## config.mk

```make
export PLATFORM = sky130hd
export DESIGN_NAME = pipe_hazard_ctrl_flat
export DESIGN_NICKNAME = d
export VERILOG_FILES = /design/src/rtl/cpu_pkg.sv /design/src/rtl/pipe_hazard_ctrl_if.sv /design/src/rtl/hazard_detect.sv /design/src/rtl/pipe_hazard_ctrl.sv /design/src/flat_wrapper.sv
export SDC_FILE = /design/constraint.sdc
export NUM_CORES = 1
export LEC_CHECK = 0
export CAP_MARGIN = 20
export CORE_AREA = 5 5 84 86
export DETAILED_ROUTE_END_ITERATION = 10
export DIE_AREA = 0 0 89 91
export MAX_ROUTING_LAYER = met4
export PLACE_DENSITY = 0.76
export SYNTH_ARGS = -nofsm -noshare
export SYNTH_HDL_FRONTEND = slang
export SYNTH_HIERARCHICAL = 1
export SYNTH_SLANG_ARGS = --single-unit
```

## constraint.sdc

```tcl
create_clock -name clk -period 2.79 [get_ports clk]
set_input_delay 0.558 -clock clk [delete_from_list [all_inputs] [get_ports clk]]
set_output_delay 0.558 -clock clk [all_outputs]
set_load 0.005 [all_outputs]
```

## src/rtl/cpu_pkg.sv

```systemverilog
// Shared definitions for the 16-bit CPU pipeline control: opcodes, field slices,
// sequencer state encoding and operand-usage decode helpers.
package cpu_pkg;

  localparam int unsigned INSTR_W = 16;
  localparam int unsigned OP_W    = 4;
  localparam int unsigned REG_W   = 4;

  localparam int unsigned OP_LSB = 12;
  localparam int unsigned RC_LSB = 8;
  localparam int unsigned RA_LSB = 4;
  localparam int unsigned RB_LSB = 0;

  typedef enum logic [OP_W-1:0] {
    OP_NOP   = 4'b0000,
    OP_HALT  = 4'b0001,
    OP_ADD   = 4'b0010,
    OP_CMP   = 4'b0111,
    OP_BN    = 4'b1001,
    OP_BZ    = 4'b1011,
    OP_LOAD  = 4'b1101,
    OP_STORE = 4'b1110
  } opcode_t;

  localparam logic CPU_IDLE = 1'b0;
  localparam logic CPU_EXEC = 1'b1;

  typedef enum logic [1:0] {
    ST_IDLE   = 2'd0,
    ST_RUN    = 2'd1,
    ST_DRAIN  = 2'd2,
    ST_HALTED = 2'd3
  } state_t;

  function automatic logic [OP_W-1:0] op_of(input logic [INSTR_W-1:0] instr);
    return instr[OP_LSB +: OP_W];
  endfunction

  function automatic logic [REG_W-1:0] rc_of(input logic [INSTR_W-1:0] instr);
    return instr[RC_LSB +: REG_W];
  endfunction

  function automatic logic [REG_W-1:0] ra_of(input logic [INSTR_W-1:0] instr);
    return instr[RA_LSB +: REG_W];
  endfunction

  function automatic logic [REG_W-1:0] rb_of(input logic [INSTR_W-1:0] instr);
    return instr[RB_LSB +: REG_W];
  endfunction

  // Only ADD and LOAD write rC; CMP updates flags only.
  function automatic logic is_writer(input logic [OP_W-1:0] op);
    return (op == OP_ADD) || (op == OP_LOAD);
  endfunction

  function automatic logic reads_ra(input logic [OP_W-1:0] op);
    return (op == OP_ADD) || (op == OP_CMP) || (op == OP_LOAD) || (op == OP_STORE);
  endfunction

  function automatic logic reads_rb(input logic [OP_W-1:0] op);
    return (op == OP_ADD) || (op == OP_CMP);
  endfunction

  // STORE uses rC as its data source.
  function automatic logic reads_rc(input logic [OP_W-1:0] op);
    return (op == OP_STORE);
  endfunction

endpackage

```

## src/rtl/pipe_hazard_ctrl_if.sv

```systemverilog
// Pipeline-to-sequencer bundle: stage instructions and flags in, control strobes and counters out.
interface pipe_hazard_ctrl_if #(
  parameter int unsigned CNT_W = 16
);
  import cpu_pkg::*;

  logic               start;
  logic [INSTR_W-1:0] id_instr;
  logic [INSTR_W-1:0] ex_instr;
  logic [INSTR_W-1:0] mem_instr;
  logic               zf;
  logic               nf;

  logic               cpu_state;
  logic               pc_we;
  logic               ifid_we;
  logic               ifid_flush;
  logic               idex_bubble;
  logic               branch_taken;
  logic               halted;
  logic [CNT_W-1:0]   stall_cnt;
  logic [CNT_W-1:0]   flush_cnt;

  modport master (
    output start, id_instr, ex_instr, mem_instr, zf, nf,
    input  cpu_state, pc_we, ifid_we, ifid_flush, idex_bubble, branch_taken, halted,
           stall_cnt, flush_cnt
  );

  modport slave (
    input  start, id_instr, ex_instr, mem_instr, zf, nf,
    output cpu_state, pc_we, ifid_we, ifid_flush, idex_bubble, branch_taken, halted,
           stall_cnt, flush_cnt
  );

endinterface

```

## src/rtl/hazard_detect.sv

```systemverilog
// RAW hazard check: any register read by the ID instruction that an EX or MEM writer targets.
module hazard_detect
  import cpu_pkg::*;
(
  input  logic [INSTR_W-1:0] id_instr,
  input  logic [INSTR_W-1:0] ex_instr,
  input  logic [INSTR_W-1:0] mem_instr,
  output logic               stall
);

  logic [OP_W-1:0] id_op;
  logic            ex_hit;
  logic            mem_hit;
  logic            unused_src_fields;

  function automatic logic src_hits(input logic [INSTR_W-1:0] instr,
                                    input logic [REG_W-1:0]   dst);
    logic [OP_W-1:0] op;
    op = op_of(instr);
    return (reads_ra(op) && (ra_of(instr) == dst)) ||
           (reads_rb(op) && (rb_of(instr) == dst)) ||
           (reads_rc(op) && (rc_of(instr) == dst));
  endfunction

  // WB needs no check: the register file writes before it reads.
  always_comb begin
    id_op   = op_of(id_instr);
    ex_hit  = is_writer(op_of(ex_instr))  && src_hits(id_instr, rc_of(ex_instr));
    mem_hit = is_writer(op_of(mem_instr)) && src_hits(id_instr, rc_of(mem_instr));
    stall   = (id_op != OP_NOP) && (ex_hit || mem_hit);
  end

  assign unused_src_fields = ^{ex_instr[RC_LSB-1:0], mem_instr[RC_LSB-1:0]};

endmodule

```

## src/rtl/pipe_hazard_ctrl.sv

```systemverilog
// Pipeline sequencer: run/drain/halt FSM, branch resolution in EX, RAW stall control
// and saturating stall/flush counters.
module pipe_hazard_ctrl
  import cpu_pkg::*;
#(
  parameter int unsigned CNT_W        = 16,
  parameter int unsigned DRAIN_CYCLES = 3
)(
  input  logic               clk,
  input  logic               reset,
  pipe_hazard_ctrl_if.slave  bus
);

  localparam int unsigned DRAIN_W = (DRAIN_CYCLES > 1) ? $clog2(DRAIN_CYCLES) : 1;

  state_t             state_q, state_d;
  logic [DRAIN_W-1:0] drain_q, drain_d;
  logic [CNT_W-1:0]   stall_cnt_q, flush_cnt_q;

  logic               stall_c;
  logic               take_c;
  logic               stall_inc_c;
  logic               flush_inc_c;
  logic [OP_W-1:0]    ex_op_c;
  logic [OP_W-1:0]    id_op_c;

  logic cpu_state_c, pc_we_c, ifid_we_c, ifid_flush_c, idex_bubble_c, branch_taken_c, halted_c;

  hazard_detect u_hazard (
    .id_instr  (bus.id_instr),
    .ex_instr  (bus.ex_instr),
    .mem_instr (bus.mem_instr),
    .stall     (stall_c)
  );

  assign ex_op_c = op_of(bus.ex_instr);
  assign id_op_c = op_of(bus.id_instr);
  assign take_c  = ((ex_op_c == OP_BZ) && bus.zf) || ((ex_op_c == OP_BN) && bus.nf);

  // Next-state and control decode; a taken branch outranks both stall and HALT.
  always_comb begin
    state_d        = state_q;
    drain_d        = drain_q;
    cpu_state_c    = CPU_IDLE;
    pc_we_c        = 1'b0;
    ifid_we_c      = 1'b0;
    ifid_flush_c   = 1'b0;
    idex_bubble_c  = 1'b0;
    branch_taken_c = 1'b0;
    halted_c       = 1'b0;
    stall_inc_c    = 1'b0;
    flush_inc_c    = 1'b0;

    case (state_q)
      ST_IDLE: begin
        if (bus.start) state_d = ST_RUN;
      end
      ST_RUN: begin
        cpu_state_c = CPU_EXEC;
        if (take_c) begin
          branch_taken_c = 1'b1;
          ifid_flush_c   = 1'b1;
          idex_bubble_c  = 1'b1;
          pc_we_c        = 1'b1;
          flush_inc_c    = 1'b1;
        end else if (stall_c) begin
          idex_bubble_c  = 1'b1;
          stall_inc_c    = 1'b1;
        end else if (id_op_c == OP_HALT) begin
          ifid_flush_c   = 1'b1;
          ifid_we_c      = 1'b1;
          drain_d        = DRAIN_W'(DRAIN_CYCLES - 1);
          state_d        = ST_DRAIN;
        end else begin
          pc_we_c        = 1'b1;
          ifid_we_c      = 1'b1;
        end
      end
      ST_DRAIN: begin
        cpu_state_c  = CPU_EXEC;
        ifid_flush_c = 1'b1;
        if (drain_q == '0) state_d = ST_HALTED;
        else               drain_d = drain_q - DRAIN_W'(1);
      end
      ST_HALTED: begin
        halted_c = 1'b1;
      end
      default: state_d = ST_IDLE;
    endcase
  end

  always_ff @(posedge clk) begin
    if (!reset) begin
      state_q     <= ST_IDLE;
      drain_q     <= '0;
      stall_cnt_q <= '0;
      flush_cnt_q <= '0;
    end else begin
      state_q <= state_d;
      drain_q <= drain_d;
      if (stall_inc_c && (stall_cnt_q != '1)) stall_cnt_q <= stall_cnt_q + CNT_W'(1);
      if (flush_inc_c && (flush_cnt_q != '1)) flush_cnt_q <= flush_cnt_q + CNT_W'(1);
    end
  end

  assign bus.cpu_state    = cpu_state_c;
  assign bus.pc_we        = pc_we_c;
  assign bus.ifid_we      = ifid_we_c;
  assign bus.ifid_flush   = ifid_flush_c;
  assign bus.idex_bubble  = idex_bubble_c;
  assign bus.branch_taken = branch_taken_c;
  assign bus.halted       = halted_c;
  assign bus.stall_cnt    = stall_cnt_q;
  assign bus.flush_cnt    = flush_cnt_q;

endmodule

```

## src/flat_wrapper.sv

```systemverilog
// flat-port wrapper written by rule: the top's interface ports become plain ports
module pipe_hazard_ctrl_flat import cpu_pkg::*;
#(
  parameter int unsigned CNT_W        = 16,
  parameter int unsigned DRAIN_CYCLES = 3
)
  (clk, reset, bus_start, bus_id_instr, bus_ex_instr, bus_mem_instr, bus_zf, bus_nf, bus_cpu_state, bus_pc_we, bus_ifid_we, bus_ifid_flush, bus_idex_bubble, bus_branch_taken, bus_halted, bus_stall_cnt, bus_flush_cnt);
  pipe_hazard_ctrl_if #(.CNT_W(CNT_W)) bus_i ();
  input  logic clk;
  input  logic reset;
  input wire logic [$bits(bus_i.start)-1:0] bus_start;
  input wire logic [$bits(bus_i.id_instr)-1:0] bus_id_instr;
  input wire logic [$bits(bus_i.ex_instr)-1:0] bus_ex_instr;
  input wire logic [$bits(bus_i.mem_instr)-1:0] bus_mem_instr;
  input wire logic [$bits(bus_i.zf)-1:0] bus_zf;
  input wire logic [$bits(bus_i.nf)-1:0] bus_nf;
  output wire logic [$bits(bus_i.cpu_state)-1:0] bus_cpu_state;
  output wire logic [$bits(bus_i.pc_we)-1:0] bus_pc_we;
  output wire logic [$bits(bus_i.ifid_we)-1:0] bus_ifid_we;
  output wire logic [$bits(bus_i.ifid_flush)-1:0] bus_ifid_flush;
  output wire logic [$bits(bus_i.idex_bubble)-1:0] bus_idex_bubble;
  output wire logic [$bits(bus_i.branch_taken)-1:0] bus_branch_taken;
  output wire logic [$bits(bus_i.halted)-1:0] bus_halted;
  output wire logic [$bits(bus_i.stall_cnt)-1:0] bus_stall_cnt;
  output wire logic [$bits(bus_i.flush_cnt)-1:0] bus_flush_cnt;
  assign bus_i.start = bus_start;
  assign bus_i.id_instr = bus_id_instr;
  assign bus_i.ex_instr = bus_ex_instr;
  assign bus_i.mem_instr = bus_mem_instr;
  assign bus_i.zf = bus_zf;
  assign bus_i.nf = bus_nf;
  assign bus_cpu_state = bus_i.cpu_state;
  assign bus_pc_we = bus_i.pc_we;
  assign bus_ifid_we = bus_i.ifid_we;
  assign bus_ifid_flush = bus_i.ifid_flush;
  assign bus_idex_bubble = bus_i.idex_bubble;
  assign bus_branch_taken = bus_i.branch_taken;
  assign bus_halted = bus_i.halted;
  assign bus_stall_cnt = bus_i.stall_cnt;
  assign bus_flush_cnt = bus_i.flush_cnt;
  pipe_hazard_ctrl #(.CNT_W(CNT_W), .DRAIN_CYCLES(DRAIN_CYCLES)) u_core (.clk(clk), .reset(reset), .bus(bus_i));
endmodule
```

==> results.cfg <==
[cts]
root_buffer = clkbuf_8
cts_max_level = 2
clkTransAtPathRegs_ns = 0.07
cts_buffers = 5
worstSkewPairLatency_ns = 0.28
cts_tree = yes
cts_sinks = 36
clockBufferDepth = 2

[detailed_routing]
drc = 0
vias_per_cell = 5.228
first_pass_iters = 4
initialDrtViolationCount = 96
wl_per_cell_um = 14.20
finalWirelength_um = 6717
vias = 2473
antenna_left = 0

[setup_path]
worstSetupPathType = in2out
start_kind = primary input
arrival_ns = 2.20
cp_max_fo = 3
crit_required_ns = 2.23
endpoint_kind = output pin

[logic_synthesis]
synth_ff_type = dfxtp_1
synth-seq-cells = 36
async_reset_ff_frac = 0
yosys.area.top_type = dfxtp_1
ys_warn_count = 6
synthXorXnorAreaFrac = 0.1512
syn_nets = 344
avgSynthCellArea_um2 = 8.625
synth_area_um2 = 2432
ys_top_cells_by_area = dfxtp_1 (30%), xnor2_1 (10%), xor2_1 (5.0%)
synth_edf_count = 0
synthAdderAreaFrac = 0.04630
synth_simple_gate_area_share = 0.2901
ys_types = 54
synthCells = 282
synth_compound_area_frac = 0.1394
synth.area.mux_share = 0.03755
yosysSeqAreaShare = 0.2963
synth_top_family_by_area = simple AND/OR/NAND/NOR gates
yosys.area.top_type_share = 0.2963

[global_route]
grt_max_degree = 24
grt_first_pass_wirelength_um = 10690
globalRouteTotalUtil = 0.1642
grt_pass1_vias = 2416
antenna_found_initial = 1
overflow = 0

[finish]
layout.filler_cells = 523
drive_above_1_share = 0.2532
area_delta_synth_final_pct = 56.38
nets = 456

[timing]
setup-violations-final = 0
slew_violations = 0
tightest_slew_ns = 0.5056
post-route-period-util = 0.9889
clock.fmax_mhz = 362.4
report.final.hold_viol_count = 0
fin_crit_ns = 2.759
setup_slack_ns = 0.03091
relSlewSlack = 0.6615
finClkSkew_ns = 0.003573
finalSetupTns_ns = 0
rsz0062_at_grt = true

[placement]
globalplace.congestion = 0.7724
dp_worst_setup_slack_ns = -0.7179
place.detailed.hpwl_um = 4993
port-buffer-count = 75

[floorplan]
core_um2 = 6205
die_x_um = 89
die-area_um2 = 8099
ioPinCount = 92
rows = 29
fp.dieH_um = 91
initial_core_util = 0.3920

[status]
outcome = finished clean

[pwr]
power_density_nw_per_um2 = 378.6
ir_drop_mv = 0.2888
p_leak_uw = 0.001537

[flow_run]
maxCapViolCount = 0

[hold_path]
hold_class = reg2reg
metrics by stage:
| stage | total power (uW) | util | hold WS (ns) | std cells | instance area (um2) |
|---|---|---|---|---|---|
| 3_3_place_gp | 927.1 | 0.5640 | 0.4785 | 462 | 3500 |
| 4_1_cts | 1431 | 0.5917 | 0.4971 | 471 | 3671 |
| 6_report | 1440 | 0.6130 | 0.4929 | 473 | 3804 |
| 2_1_floorplan | 747.5 | - | 0.4671 | 282 | 2432 |
| 5_1_grt | 1522 | 0.6130 | 0.5244 | 473 | 3804 |
| 3_5_place_dp | 936.5 | 0.5640 | 0.4860 | 462 | 3500 |
final cells by class:
class | instances | area, um2 | share of cell area
multi-input combinational | 227 | 1798 | 0.4727
sequential | 36 | 720.7 | 0.1895
inverter | 12 | 52.55 | 0.01382
clock buffer | 7 | 96.34 | 0.02533
timing repair buffer | 112 | 1007 | 0.2648
clock inverter | 1 | 30.03 | 0.007895
antenna | 1 | 2.502 | 0.0006579
tap | 77 | 96.34 | 0.02533
routing by layer:
metal,GRT usage,up-vias,wire [um]
li1,-,1241,-
met1,0.1913,1166,2791
met2,0.2902,58,3507
met3,0.02805,8,327
met4,0.03722,0,91
met5,-,-,0
critical path: stages:
cell	delay [ns]
clkdlybuf4s15_1	0.25
xnor2_2	0.19
nand4_1	0.15
nor2_2	0.17
a211oi_2	0.07
o22ai_2	0.15
buf_4	0.15
inv_2	0.03
a21o_1	0.14
a21oi_1	0.15
nor2b_1	0.06
buf_2	0.12
cell usage after synthesis, drive strengths merged (6+ instances only):
cell type  number
nor4b           7
xnor2          28
nand2          21
xor2           14
nor2           32
mux2i           8
inv            10
nor4            8
dfxtp          36
ha              9
nand3           9
a21oi          12
and3            6
nand4           8
flip-flops by register name (all words and copies together) (netlist names):
name and count:
u_core/bus.stall_cnt 16, u_core/drain_q 2, u_core/bus.flush_cnt 16, u_core/state_q 2
repair_timing:
| action | in CTS | in global routing |
|---|---|---|
| setup endpoints to repair | 22 | 7 |
| gates resized for setup | 59 | 59 |
| pin swaps | 11 | 23 |
| hold buffers | 0 | 0 |
| buffers inserted | 1 | 1 |
power by group:
part	switching, uW	internal, uW
clock network	185	315
logic	189	208
registers	17.3	525
cells by family after synthesis:
kind of cell	after synthesis
AO/OA/AOI/OAI	43
XOR/XNOR	42
adder cells (fa/ha/maj)	9
buffers and inverters	19
flip-flops	36
multiplexers	9
AND/OR/NAND/NOR	124
placed cells by master (no fill, tap or decap), types with 9 or more instances in the layout:
cell type,n
ha_1,9
a21oi_1,12
nor2_1,31
xnor2_1,17
dfxtp_1,36
dlygate4sd2_1,10
buf_4,30
buf_6,10
xor2_1,13
clkbuf_2,10
nand2_1,21
xnor2_2,11
clkdlybuf4s50_1,38
worst paths after layout:
path	cells past startpoint	slack (ns)	startpoint	end
hold / removal	2	0.49	u_core/bus.flush_cnt[15]	u_core/bus.flush_cnt[15]
setup reg to reg	9	0.52	u_core/state_q[0]	u_core/bus.flush_cnt[3]
setup / recovery	12	0.03	bus_id_instr[3]	bus_ifid_flush
hold reg to reg	2	0.49	u_core/bus.flush_cnt[15]	u_core/bus.flush_cnt[15]
No activity file was read; power rests on OpenSTA's default activity.
